[src/rtl/nibble_serial_addsub_pkg.sv]
// rtl/nibble_serial_addsub_pkg.sv - shared types and constants for nibble_serial_addsub
//
// Package addsub_pkg:
//   NIBBLE_W    : width of one arithmetic slice (4 bits)
//   state_e     : FSM state encoding (IDLE, BUSY, DONE), 2 bits
//   sat_pattern : saturation limit pattern for a given width
//                 (neg=0 -> 0111..1, neg=1 -> 1000..0), LSB-aligned in SAT_MAX_W bits
package addsub_pkg;

  localparam int NIBBLE_W  = 4;
  localparam int SAT_MAX_W = 1024;

  typedef enum logic [1:0] {
    IDLE = 2'd0,
    BUSY = 2'd1,
    DONE = 2'd2
  } state_e;

  function automatic logic [SAT_MAX_W-1:0] sat_pattern(input logic neg, input int width);
    logic [SAT_MAX_W-1:0] p;
    p = {{(SAT_MAX_W-1){1'b0}}, 1'b1} << (width - 1);
    if (!neg) p = p - {{(SAT_MAX_W-1){1'b0}}, 1'b1};
    return p;
  endfunction

endpackage

[src/rtl/nibble_serial_addsub_if.sv]
// rtl/nibble_serial_addsub_if.sv - operand/result handshake bundle for nibble_serial_addsub
//
// Signals:
//   in_valid, in_ready, a, b, sub          : operand channel (upstream -> block)
//   out_valid, out_ready, result, cout, ovf : result channel (block -> downstream)
// Modports:
//   master : the environment side (drives operands, accepts results)
//   slave  : the arithmetic block
interface nibble_serial_addsub_if #(
  parameter int WIDTH = 16
);

  logic             in_valid;
  logic             in_ready;
  logic [WIDTH-1:0] a;
  logic [WIDTH-1:0] b;
  logic             sub;
  logic             out_valid;
  logic             out_ready;
  logic [WIDTH-1:0] result;
  logic             cout;
  logic             ovf;

  modport master (
    output in_valid, a, b, sub, out_ready,
    input  in_ready, out_valid, result, cout, ovf
  );

  modport slave (
    input  in_valid, a, b, sub, out_ready,
    output in_ready, out_valid, result, cout, ovf
  );

endinterface

[src/rtl/nibble_serial_addsub_slice.sv]
// rtl/nibble_serial_addsub_slice.sv - combinational 4-bit add slice with carry
//
// Ports:
//   a, b  : input  [3:0] operand nibbles (b already inverted for subtraction)
//   cin   : input  carry in
//   s     : output [3:0] nibble sum
//   cout  : output carry out of the nibble
//   s_msb : output MSB of the nibble sum (used for signed overflow)
module addsub_nibble_slice
  import addsub_pkg::*;
(
  input  logic [NIBBLE_W-1:0] a,
  input  logic [NIBBLE_W-1:0] b,
  input  logic                cin,
  output logic [NIBBLE_W-1:0] s,
  output logic                cout,
  output logic                s_msb
);

  logic [NIBBLE_W:0] total;

  assign total = {1'b0, a} + {1'b0, b} + {{NIBBLE_W{1'b0}}, cin};
  assign s     = total[NIBBLE_W-1:0];
  assign cout  = total[NIBBLE_W];
  assign s_msb = total[NIBBLE_W-1];

endmodule

[src/rtl/nibble_serial_addsub.sv]
// rtl/nibble_serial_addsub.sv - WIDTH-bit adder/subtractor processing one nibble per clock
//
// Parameters:
//   WIDTH : operand/result width, multiple of 4 and >= 4
// Ports:
//   clk  : clock, rising edge
//   rst  : synchronous active-high reset
//   bus  : nibble_serial_addsub_if.slave (operand and result handshakes)
// Build option:
//   NIBBLE_SERIAL_ADDSUB_SATURATE_EN : clamp result to the signed limit on overflow
//
// Operands are captured on accept (B pre-inverted for subtraction, carry
// seeded with sub), then consumed LSB nibble first; each slice sum enters
// the result register from the top so after NIB cycles it is in place.
module nibble_serial_addsub
  import addsub_pkg::*;
#(
  parameter int WIDTH = 16
) (
  input  logic                 clk,
  input  logic                 rst,
  nibble_serial_addsub_if.slave bus
);

  localparam int NIB   = WIDTH / NIBBLE_W;
  localparam int CNT_W = (NIB > 1) ? $clog2(NIB) : 1;
  localparam logic [CNT_W-1:0] LAST_CNT = CNT_W'(NIB - 1);

  localparam logic [1:0] S_IDLE = IDLE;
  localparam logic [1:0] S_BUSY = BUSY;
  localparam logic [1:0] S_DONE = DONE;

  generate
    if ((WIDTH % NIBBLE_W) != 0 || WIDTH < NIBBLE_W) begin : g_bad_width
      $error("nibble_serial_addsub: WIDTH must be a multiple of 4 and at least 4");
    end
  endgenerate

  logic [1:0]          state;
  logic [WIDTH-1:0]    op_a;
  logic [WIDTH-1:0]    op_b;
  logic [WIDTH-1:0]    result_q;
  logic                carry;
  logic                cout_q;
  logic                ovf_q;
  logic [CNT_W-1:0]    count;

  logic [NIBBLE_W-1:0] s;
  logic                s_cout;
  logic                s_msb;
  logic [WIDTH-1:0]    result_shift;
  logic [WIDTH-1:0]    result_final;
  logic                final_ovf;

  addsub_nibble_slice u_slice (
    .a     (op_a[NIBBLE_W-1:0]),
    .b     (op_b[NIBBLE_W-1:0]),
    .cin   (carry),
    .s     (s),
    .cout  (s_cout),
    .s_msb (s_msb)
  );

  generate
    if (NIB == 1) begin : g_single
      assign result_shift = s;
    end else begin : g_multi
      assign result_shift = {s, result_q[WIDTH-1:NIBBLE_W]};
    end
  endgenerate

  // Only meaningful on the last nibble, where op_a/op_b bit 3 are the operand MSBs.
  assign final_ovf = (op_a[NIBBLE_W-1] == op_b[NIBBLE_W-1]) && (s_msb != op_a[NIBBLE_W-1]);

`ifdef NIBBLE_SERIAL_ADDSUB_SATURATE_EN
  localparam logic [WIDTH-1:0] SAT_POS = WIDTH'(sat_pattern(1'b0, WIDTH));
  localparam logic [WIDTH-1:0] SAT_NEG = WIDTH'(sat_pattern(1'b1, WIDTH));
  assign result_final = final_ovf ? (op_a[NIBBLE_W-1] ? SAT_NEG : SAT_POS) : result_shift;
`else
  assign result_final = result_shift;
`endif

  assign bus.in_ready  = (state == S_IDLE);
  assign bus.out_valid = (state == S_DONE);
  assign bus.result    = result_q;
  assign bus.cout      = cout_q;
  assign bus.ovf       = ovf_q;

  always_ff @(posedge clk) begin
    if (rst) begin
      state    <= S_IDLE;
      op_a     <= '0;
      op_b     <= '0;
      result_q <= '0;
      carry    <= 1'b0;
      cout_q   <= 1'b0;
      ovf_q    <= 1'b0;
      count    <= '0;
    end else begin
      case (state)
        S_IDLE: begin
          if (bus.in_valid) begin
            op_a  <= bus.a;
            op_b  <= bus.b ^ {WIDTH{bus.sub}};
            carry <= bus.sub;
            count <= '0;
            state <= S_BUSY;
          end
        end
        S_BUSY: begin
          op_a  <= op_a >> NIBBLE_W;
          op_b  <= op_b >> NIBBLE_W;
          carry <= s_cout;
          count <= count + CNT_W'(1);
          if (count == LAST_CNT) begin
            result_q <= result_final;
            cout_q   <= s_cout;
            ovf_q    <= final_ovf;
            state    <= S_DONE;
          end else begin
            result_q <= result_shift;
          end
        end
        S_DONE: begin
          if (bus.out_ready) state <= S_IDLE;
        end
        default: state <= S_IDLE;
      endcase
    end
  end

endmodule

[src/flat_wrapper.sv]
// flat-port wrapper written by rule: the top's interface ports become plain ports
module nibble_serial_addsub_flat import addsub_pkg::*;
#(
  parameter int WIDTH = 16
)
  (clk, rst, bus_in_valid, bus_a, bus_b, bus_sub, bus_out_ready, bus_in_ready, bus_out_valid, bus_result, bus_cout, bus_ovf);
  nibble_serial_addsub_if #(.WIDTH(WIDTH)) bus_i ();
  input  logic clk;
  input  logic rst;
  input wire logic [$bits(bus_i.in_valid)-1:0] bus_in_valid;
  input wire logic [$bits(bus_i.a)-1:0] bus_a;
  input wire logic [$bits(bus_i.b)-1:0] bus_b;
  input wire logic [$bits(bus_i.sub)-1:0] bus_sub;
  input wire logic [$bits(bus_i.out_ready)-1:0] bus_out_ready;
  output wire logic [$bits(bus_i.in_ready)-1:0] bus_in_ready;
  output wire logic [$bits(bus_i.out_valid)-1:0] bus_out_valid;
  output wire logic [$bits(bus_i.result)-1:0] bus_result;
  output wire logic [$bits(bus_i.cout)-1:0] bus_cout;
  output wire logic [$bits(bus_i.ovf)-1:0] bus_ovf;
  assign bus_i.in_valid = bus_in_valid;
  assign bus_i.a = bus_a;
  assign bus_i.b = bus_b;
  assign bus_i.sub = bus_sub;
  assign bus_i.out_ready = bus_out_ready;
  assign bus_in_ready = bus_i.in_ready;
  assign bus_out_valid = bus_i.out_valid;
  assign bus_result = bus_i.result;
  assign bus_cout = bus_i.cout;
  assign bus_ovf = bus_i.ovf;
  nibble_serial_addsub #(.WIDTH(WIDTH)) u_core (.clk(clk), .rst(rst), .bus(bus_i));
endmodule
[config.mk]
export PLATFORM = sky130hd
export DESIGN_NAME = nibble_serial_addsub_flat
export DESIGN_NICKNAME = d
export VERILOG_FILES = /design/src/rtl/nibble_serial_addsub_pkg.sv /design/src/rtl/nibble_serial_addsub_if.sv /design/src/rtl/nibble_serial_addsub_slice.sv /design/src/rtl/nibble_serial_addsub.sv /design/src/flat_wrapper.sv
export SDC_FILE = /design/constraint.sdc
export NUM_CORES = 1
export LEC_CHECK = 0
export BUFFER_PORTS_ARGS = -buffer_cell sky130_fd_sc_hd__buf_4
export CAP_MARGIN = 20
export CORE_MARGIN = 1
export CORE_UTILIZATION = 53
export CTS_CLUSTER_SIZE = 10
export DETAILED_ROUTE_END_ITERATION = 6
export PLACE_DENSITY = 0.78
export SLEW_MARGIN = 10
export SYNTH_ARGS = -nofsm -noshare
export SYNTH_HDL_FRONTEND = slang
export SYNTH_SLANG_ARGS = --single-unit
[constraint.sdc]
create_clock -name clk -period 2.1 [get_ports clk]
set_clock_uncertainty 0.15 [all_clocks]
set_input_delay 0.315 -clock clk [delete_from_list [all_inputs] [get_ports clk]]
set_output_delay 0.315 -clock clk [all_outputs]
set_load 0.1 [all_outputs]
-- Yosys cells after proc, flatten, opt, wreduce, memory -nomap -nowiden
Index checks and enable logic that the tools add are counted.
- register bits after elaboration: 55
- input port bits: 37
- output and inout bits: 20
- add/subtract/negate cells: 3
- equality and inequality tests: 8
- mux-type cells: 12
- bitwise logic cells: 1
- reductions and logical operators: 6
- operators with widths (operator ; count):
    $pmux 16 s2 ; 2
    $mux 16 ; 2
    $xor 16x16->16 ; 1
    $mux 2 ; 4
    $pmux 2 s3 ; 1
    $add 4x4->5 ; 1
    $add 5x1->5 ; 1
    $eq 2x2->1 const B ; 2
    $ne 2x2->1 const B ; 2
    $pmux 2 s2 ; 1
    $reduce_and 2->1 ; 2
    $reduce_and 3->1 ; 1
    $add 2x1->2 const B ; 1
    $eq 2x1->1 const B ; 1
    $logic_not 2->1 ; 1
    $ne 2x1->1 const B ; 1
    $pmux 1 s2 ; 1
    $reduce_bool 2->1 ; 1
    $eq 1x1->1 ; 1
    $logic_and 1x1->1 ; 1
    $mux 1 ; 1
    $ne 1x1->1 ; 1

-- Longest topological paths before layout
Gate-level depths: netlist (run 1).
- word-level depth: 4
- gate-level depth with buffers: 7

-- Modules after synthesis
A second synthesis (run 1) with hierarchy kept.
- cell total of the unflattened synthesis: 291
- area total of the unflattened synthesis: 2702.6 um^2
- by module, submodules not included (module ; times used ; cells an instance ; area an instance (um^2)):
    nibble_serial_addsub ; 1 ; 274 ; 2551.2
    addsub_nibble_slice ; 1 ; 17 ; 151.4

-- Least setup slack after synthesis (run 1)
No wires, ideal clock.
- kind: flip-flop to flip-flop
- from: reg u_core.state[1]
- to: reg u_core.carry
- library setup time: 0.071 ns
- arrival: 2.319 ns
- data required time: 1.879 ns
- setup slack: -0.440 ns
- cell stages (with the launch flop): 7
- path buffers: 2
- period minus slack after synthesis: 2.540 ns
- cells stage by stage: dfxtp_1 -> buf_2 -> nor2_1 -> and2_1 -> buf_2 -> a22oi_1 -> a21oi_1
- cells in the longest elaborated chain, start to end: 3
- elaborated cells between the ends (all ways): 6
- classes of those cells: 2 x eq/ne; 1 x mux; 3 x reduce/logical
- ends and longest elaborated chain (item ; line ; source):
    start: declaration ; nibble_serial_addsub.sv:39 ; logic [1:0] state;
    start signal: assignment ; nibble_serial_addsub.sv:91 ; state <= S_IDLE;
    start signal: assignment ; nibble_serial_addsub.sv:107 ; state <= S_BUSY;
    start signal: assignment ; nibble_serial_addsub.sv:119 ; state <= S_DONE;
    $logic_not 2->1 * ; -- ;
    via bus_in_ready ; flat_wrapper.sv:15 ; output wire logic [$bits(bus_i.in_ready)-1:0] bus_in_ready;
    $ne 2x2->1 (no line) or $reduce_bool 2->1 (tied branches) ; -- ;
    $reduce_and 2->1 (no line) ; -- ;
    end signal: assignment ; nibble_serial_addsub.sv:105 ; carry <= bus.sub;
    end signal: assignment ; nibble_serial_addsub.sv:113 ; carry <= s_cout;
    end: declaration ; nibble_serial_addsub.sv:43 ; logic carry;
The timed path passes the listed nets; every way through them passes the cells marked *.
A chain may end at the register's enable or synchronous reset.

-- Worst setup path in the final report (run 1)
- from: reg u_core.state[1]
- to: out bus_out_valid
- cells in the longest elaborated chain, start to end: 1
- ends and longest elaborated chain (item ; line ; source):
    $eq 2x2->1 ; nibble_serial_addsub.sv:84 ; assign bus.out_valid = (state == S_DONE);
    end: declaration ; flat_wrapper.sv:16 ; output wire logic [$bits(bus_i.out_valid)-1:0] bus_out_valid;
Every way passes these cells.

==> metrics.md, run 1 <==
| Metric | Value |
|---|---|
| Min-Delay Path Class | `in2reg` |
| EDFF count, synth | `0` |
| Sequential cell area fraction in the yosys report | `43.8%` |
| Placed cell areas | `0.00294 mm²` |
| GRT Total Usage | `23.3%` |
| Period utilization | `a little over 90%` |
| Setup-violating endpoint count in the final report | `0` |
| Max Clock Freq | `~520 MHz` |
| Initial core utilization | `a little under three fifths` |
| Worst-case clock buffer depth | `2` |
| Synth async-reset ratio | `0%` |
| CTS buffer count | `5` |
| RSZ-0062 raised after global routing | `false` |
| CTS tree | `built` |
| Fin area | `slightly above 0.003 mm²` |
| Ant diodes | `0` |
| Outcome | `complete, but fails checks` |
| Clock Latency Late Sink | `about 0.3 ns` |
| Setup bufs post-CTS | `0` |
| Pre-antenna DRT Iters | `7` |
| Total Routed Length | `5410 µm` |
| Largest net degree at the start of global routing | `32` |
| WL/cell | `13.5 µm` |
| Max-slew violation count | `0` |
| Vias in the first global route | `2049` |
| Synthesized instance count | `302` |
| PortBufs | `56` |
| CP Class | `reg2out` |
| HPWL Detailed | `3790 µm` |
| Root Buffer | `clkbuf_8` |
| Peak supply drop | `0.388 mV` |
| Initial antenna violation count | `0` |
| Max_slew headroom | `46.0%` |
| Pwr/cell area | `723 mW/mm²` |
| Mapped Area | `0.00251 mm²` |
| Full die area | `0.00502 mm²` |
| Post-CTS Hold Buffers | `0` |
| Global-route wire length before repair | `9230 µm` |
| Tmin final | `1.92 ns` |
| Global placer's final weighted congestion | `0.784` |
| Clock sinks | `55` |
| Critical Path RT | `approximately 1.6 ns` |
| Cell leakage power | `1.29 nW` |
| Yosys cell types | `32` |
| Core Region | `0.00444 mm²` |
| H-tree depth | `2` |
| DIE HEIGHT | `70.8 µm` |
| Die Width | `70.8 µm` |
| Worst-Margin Slew | `0.808 ns` |
| Depth of the most critical reg-to-reg path | `7` |
| Inst Count DP | `394` |
| Area delta synth->final | `20.6%` |
| Crit path launch type | `flip-flop` |
| Most used DFF post-synth | `dfxtp_1` |
| FP Rows | `24` |
| Failing checks | `DRC` |
| Post-CTS sizing | `0` |
| Detail Route Antenna Nets | `0` |
| Number of DRC violations after detailed-routing iteration 0 | `96` |
| Seq cells post-synth | `55` |
| Number of max-cap violations | `0` |
| Nets | `approximately 390` |
| Endpoint class of the critical path | `output port` |
| Hold Path Stages | `3` |
| IO Pins | `57` |
| Post-route setup TNS | `0 ns` |
| Mean Syn Cell Area | `8.32 µm²` |
| Via density | `approximately 5.5` |
| Clock Pin Slew Worst Setup and Hold Paths | `0.09 ns` |
| DRC viols | `8` |
| Non-filler cells, final | `between 400 and 500` |
| GRT Residual Overflow | `0` |
| Layout cells sized above 1 | `roughly 21%` |
| Core Util, Final | `68.2%` |
| DR vias | `2197` |
| Worst-path maximum fanout | `12` |
| Final Hold Vio Count | `0` |
| Synth Net Count | `roughly 350` |
| Ys Warns | `0` |
| Crit path DAT | `1.45 ns` |
-- state kept, by name, indices dropped and copies added, names as in the netlist --
signal,count
u_core.bus.result,16
u_core.op_a,16
u_core.op_b,16
u_core.count,2
u_core.state,2
u_core.bus.cout,1
u_core.bus.ovf,1
u_core.carry,1
-- cell type report --
cell class	instances	area, µm²
sequential	55	1100
clock inverter	1	5.00
tap	52	65.1
clock buffer	6	82.6
timing repair buffer	64	480
multi-input combinational	220	1280
inverter	3	11.3
fill	401	1420
-- final timing paths --
kind	from	end	slack, ns
setup / recovery	u_core.state[1]	bus_out_valid	0.18
hold / removal	bus_a[13]	u_core.op_a[13]	0.09
setup reg to reg	u_core.carry	u_core.carry	0.29
hold reg to reg	u_core.bus.result[2]	u_core.bus.result[2]	0.31
-- cells in the mapped netlist, drive strengths merged, types with 2 or more instances --
master / instances / area [µm²]
a211oi: 2 / 20.0
xor2: 16 / 140
nor3: 14 / 70.1
o2bb2ai: 11 / 96.3
or2: 2 / 12.5
nand2: 30 / 113
nor2: 54 / 203
nor4: 2 / 12.5
fa: 2 / 40.0
a22oi: 22 / 165
a21oi: 31 / 155
clkbuf: 5 / 18.8
dfxtp: 55 / 1100
nand2b: 3 / 18.8
ha: 4 / 50.1
buf: 19 / 101
nor2b: 17 / 106
inv: 3 / 11.3
-- power by group --
part / switching (mW) / total (mW) / internal [mW] / leakage, nW
combinational: 0.280 / 0.458 / 0.178 / 0.793
sequential: 0.0428 / 1.15 / 1.11 / 0.450
clock: 0.321 / 0.580 / 0.259 / 0.0470
total: 0.644 / 2.19 / 1.55 / 1.29
-- per-stage QoR --
| step | total power, mW | setup slack, ns | hold WS (ns) |
|---|---|---|---|
| 2_1_floorplan | 1.50 | 0.0578 | 0.283 |
| 3_3_place_gp | 1.62 | 0.384 | 0.294 |
| 3_5_place_dp | 1.63 | 0.346 | 0.302 |
| 4_1_cts | 2.20 | 0.182 | 0.0896 |
| 5_1_grt | 2.30 | 0.0862 | 0.0870 |
| 6_report | 2.19 | 0.183 | 0.0940 |
-- layer usage --
metal | vias to the layer above | part of all wire (%) | track usage, %
met5 | - | 0 | 0
met4 | 0 | 1.6 | 8.67
met3 | 9 | 4.0 | 4.99
met2 | 50 | 49 | 39.9
met1 | 1024 | 46 | 29.0
li1 | 1114 | - | -
-- cells in the final DEF, fill, tap and decap left out, types with 2 or more instances in the layout --
cell,synthesis,routed
a22oi_1,22,22
nand2_1,30,30
nand2b_1,3,3
dfxtp_1,55,55
nor2b_1,17,16
xor2_1,16,16
ha_1,4,4
nor4_1,2,2
fa_1,2,2
inv_1,3,3
buf_4,4,64
o2bb2ai_1,11,11
a21oi_1,31,31
nor2_1,54,53
nor3_1,14,14
clkbuf_8,0,6
-- worst max-delay path, cell delays in order (launching register included) --
cell and delay [ns]:
dfxtp_1 0.60, nor2b_2 0.24, buf_4 0.30
-- cell families after synthesis --
family          Yosys count  synth area share [%]
flops                    55                  43.8
compound gates           71                  19.0
xor+xnor                 17                  5.93
simple gates            126                  22.4
fa+ha+maj                 6                  3.59
buf+inv                  27                  5.23
Note: power is estimated with default switching activity, not from simulation.
==> inputs of run 2 (changes only) <==
--- a/config.mk
+++ b/config.mk
@@ -8,10 +8,11 @@
 export BUFFER_PORTS_ARGS = -buffer_cell sky130_fd_sc_hd__buf_4
 export CAP_MARGIN = 20
 export CORE_MARGIN = 1
-export CORE_UTILIZATION = 53
+export CORE_UTILIZATION = 57
+export CTS_BUF_LIST = sky130_fd_sc_hd__clkbuf_8 sky130_fd_sc_hd__clkbuf_16
 export CTS_CLUSTER_SIZE = 10
 export DETAILED_ROUTE_END_ITERATION = 6
-export PLACE_DENSITY = 0.78
+export PLACE_DENSITY = 0.83
 export SLEW_MARGIN = 10
 export SYNTH_ARGS = -nofsm -noshare
 export SYNTH_HDL_FRONTEND = slang
==> constraint.sdc (replaced) <==
create_clock -name clk -period 2.4 [get_ports clk]
set_clock_uncertainty 0.15 [all_clocks]
set_input_delay 0.36 -clock clk [delete_from_list [all_inputs] [get_ports clk]]
set_output_delay 0.36 -clock clk [all_outputs]
set_load 0.1 [all_outputs]
==> run 2 against run 1 <==
  * The run now ends clean
  * Design area grew 0.58%
  * Setup slack gained 0.25 ns
  * Power down 6.9%
==> metrics.md, run 2 (same netlist as run 1, synthesis figures left out) <==
| Metric | Value |
|---|---|
| Outcome | `finished, final reports clean` |
| Slowest CP cell | `dfxtp_1` |
| Top sig layer | `met4` |
| Crit-path cells | `nor2b_1 > buf_4` |
| Clock Pin Slew Worst Setup and Hold Paths | `0.09 ns (about the same)` |
| Full die area | `0.00468 mm² (-6.8%)` |
| Met2 WL | `2710 µm (+2.6%)` |
| Via density | `5.63 (+2.7%)` |
| Ant diodes | `0 (unchanged)` |
| Initial core utilization | `61.0% (+4.5 points)` |
| RSZ-0062 raised after global routing | `false` |
| IO Pins | `57 (unchanged)` |
| Most frequent cells in the layout | `buf_4 (63), dfxtp_1 (55), nor2_1 (53)` |
| Setup-violating endpoint count in the final report | `0 (unchanged)` |
| Max_slew headroom | `48.5% (+2.5 points)` |
| HPWL Detailed | `3620 µm (-4.5%)` |
| Die Width | `68.4 µm (-3.5%)` |
| DRC viols | `0 (-8)` |
| Post-route setup TNS | `0 ns (unchanged)` |
| Crit path buffers/inverters | `1 (unchanged)` |
| Inst Count DP | `391 (-0.76%)` |
| Critical Path RT | `1.89 ns (+0.26 ns)` |
| Min-Delay Path Class | `in2reg` |
| H-tree depth | `2 (unchanged)` |
| Largest net degree at the start of global routing | `51 (+59%)` |
| Number of max-cap violations | `0 (unchanged)` |
| Reg2reg start | `u_core.carry` |
| Root Buffer | `clkbuf_8` |
| Final Hold Vio Count | `0 (unchanged)` |
| Top delay family on crit path | `flip-flops` |
| Area delta synth->final | `21.3%` |
| Crit path DAT | `1.45 ns (about the same)` |
| Layout cells sized above 1 | `21.2% (-0.29 points)` |
| Max Clock Freq | `509 MHz` |
| CTS tree | `built` |
| Period utilization | `81.8%` |
| DIE HEIGHT | `68.4 µm (-3.5%)` |
| Endpoint class of the critical path | `output port` |
| Non-filler cells, final | `399 (-0.50%)` |
| Cell leakage power | `1.30 nW (+0.72%)` |
| Pre-antenna DRT Iters | `4 (-3)` |
| GRT Residual Overflow | `0 (unchanged)` |
| Core Region | `0.00412 mm² (-7.4%)` |
| Worst-Margin Slew | `0.770 ns (-0.0382 ns)` |
| Nets | `391 (-0.26%)` |
| Post-CTS sizing | `0 (unchanged)` |
| Power, Total | `2.04 mW (-6.9%)` |
| Fill cells | `332 (-17%)` |
| Clock Latency Late Sink | `0.31 ns (about the same)` |
| Met3 WL | `255 µm (+17%)` |
| Vias in the first global route | `1963 (-4.2%)` |
| Worst-case clock buffer depth | `2 (unchanged)` |
| GRT Total Usage | `24.4% (+1.1 points)` |
| CTS buffer count | `5 (unchanged)` |
| Global-route wire length before repair | `8550 µm (-7.4%)` |
| M1 wire length | `2340 µm (-5.1%)` |
| Peak supply drop | `0.444 mV (+14%)` |
| Setup bufs post-CTS | `0 (unchanged)` |
| WL/cell | `13.5 µm (about the same)` |
| PortBufs | `56 (unchanged)` |
| DR vias | `2245 (+2.2%)` |
| FP Rows | `23 (-4.2%)` |
| Tmin final | `1.96 ns` |
| Global placer's final weighted congestion | `0.813 (+3.7%)` |
| Crit path launch type | `flip-flop` |
| Number of DRC violations after detailed-routing iteration 0 | `134 (+40%)` |
| Total Routed Length | `5380 µm (-0.44%)` |
| Initial antenna violation count | `0 (unchanged)` |
| Worst-path maximum fanout | `13 (+1)` |
| Max-slew violation count | `0 (unchanged)` |
| Hold Crit Start | `bus_a[14]` |
| Setup slack, reg-to-reg | `0.56 ns (+0.27 ns)` |
| CP Launch Point | `u_core.state[1]` |
| Detail Route Antenna Nets | `0 (unchanged)` |
| Slowest stage delay, CP | `0.61 ns (about the same)` |
| Clock sinks | `55 (unchanged)` |
| CP Class | `reg2out` |
| Pwr/cell area | `669 mW/mm² (-7.5%)` |
| Commonest non-fill, non-tap cell in the layout | `buf_4` |
| Post-CTS Hold Buffers | `0 (unchanged)` |
## run 2: where the power goes
part	internal [mW]	switching, mW	leakage, nW
clock	0.338	0.290	0.0612
combinational	0.155	0.247	0.788
sequential	0.970	0.0378	0.450
total	1.46	0.575	1.30
## run 2: final timing paths
kind / end / cells past startpoint
worst max register to register: u_core.carry / 7
worst min-delay path: u_core.op_a[14] / 3
worst min register to register: u_core.bus.result[3] / 2
worst max-delay path: bus_out_valid / 2
## run 2: cell type report
type / instances / area, µm² / share of cell area [%]
Sequential cell: 55 / 1100 / 36.1
Inverter: 3 / 11.3 / 0.370
Clock buffer: 6 / 82.6 / 2.71
Multi-Input combinational cell: 220 / 1280 / 42.1
Timing Repair Buffer: 63 / 473 / 15.5
Tap cell: 50 / 62.6 / 2.05
Clock inverter: 2 / 35.0 / 1.15
## run 2: worst register-to-register path: cells and delay by family (launching register included)
| kind | cells | cell delay, ns |
|---|---|---|
| simple gates | 1 | 0.06 |
| fa+ha+maj | 2 | 0.65 |
| buf+inv | 1 | 0.08 |
| flops | 1 | 0.35 |
| compound gates | 3 | 0.42 |
## run 2: stage by stage
| step | cell area (µm²) | utilization [%] | setup slack, ns | hold WS (ns) |
|---|---|---|---|---|
| final | 3050 | 74.0 | 0.436 | 0.134 |
| after global routing | 3050 | 74.0 | 0.352 | 0.145 |
| after CTS | 3050 | 74.0 | 0.445 | 0.138 |
| after detailed placement | 2930 | 71.2 | 0.592 | 0.299 |
| after global placement | 2930 | 71.2 | 0.650 | 0.295 |
| after floorplan | 2510 | - | 0.0262 | 0.283 |
## run 2: metal layers
layer / up-vias / GRT usage (%)
li1: 1118 / -
met1: 1059 / 29.2
met2: 60 / 42.4
met3: 8 / 5.50
met4: 0 / 8.85
met5: - / 0
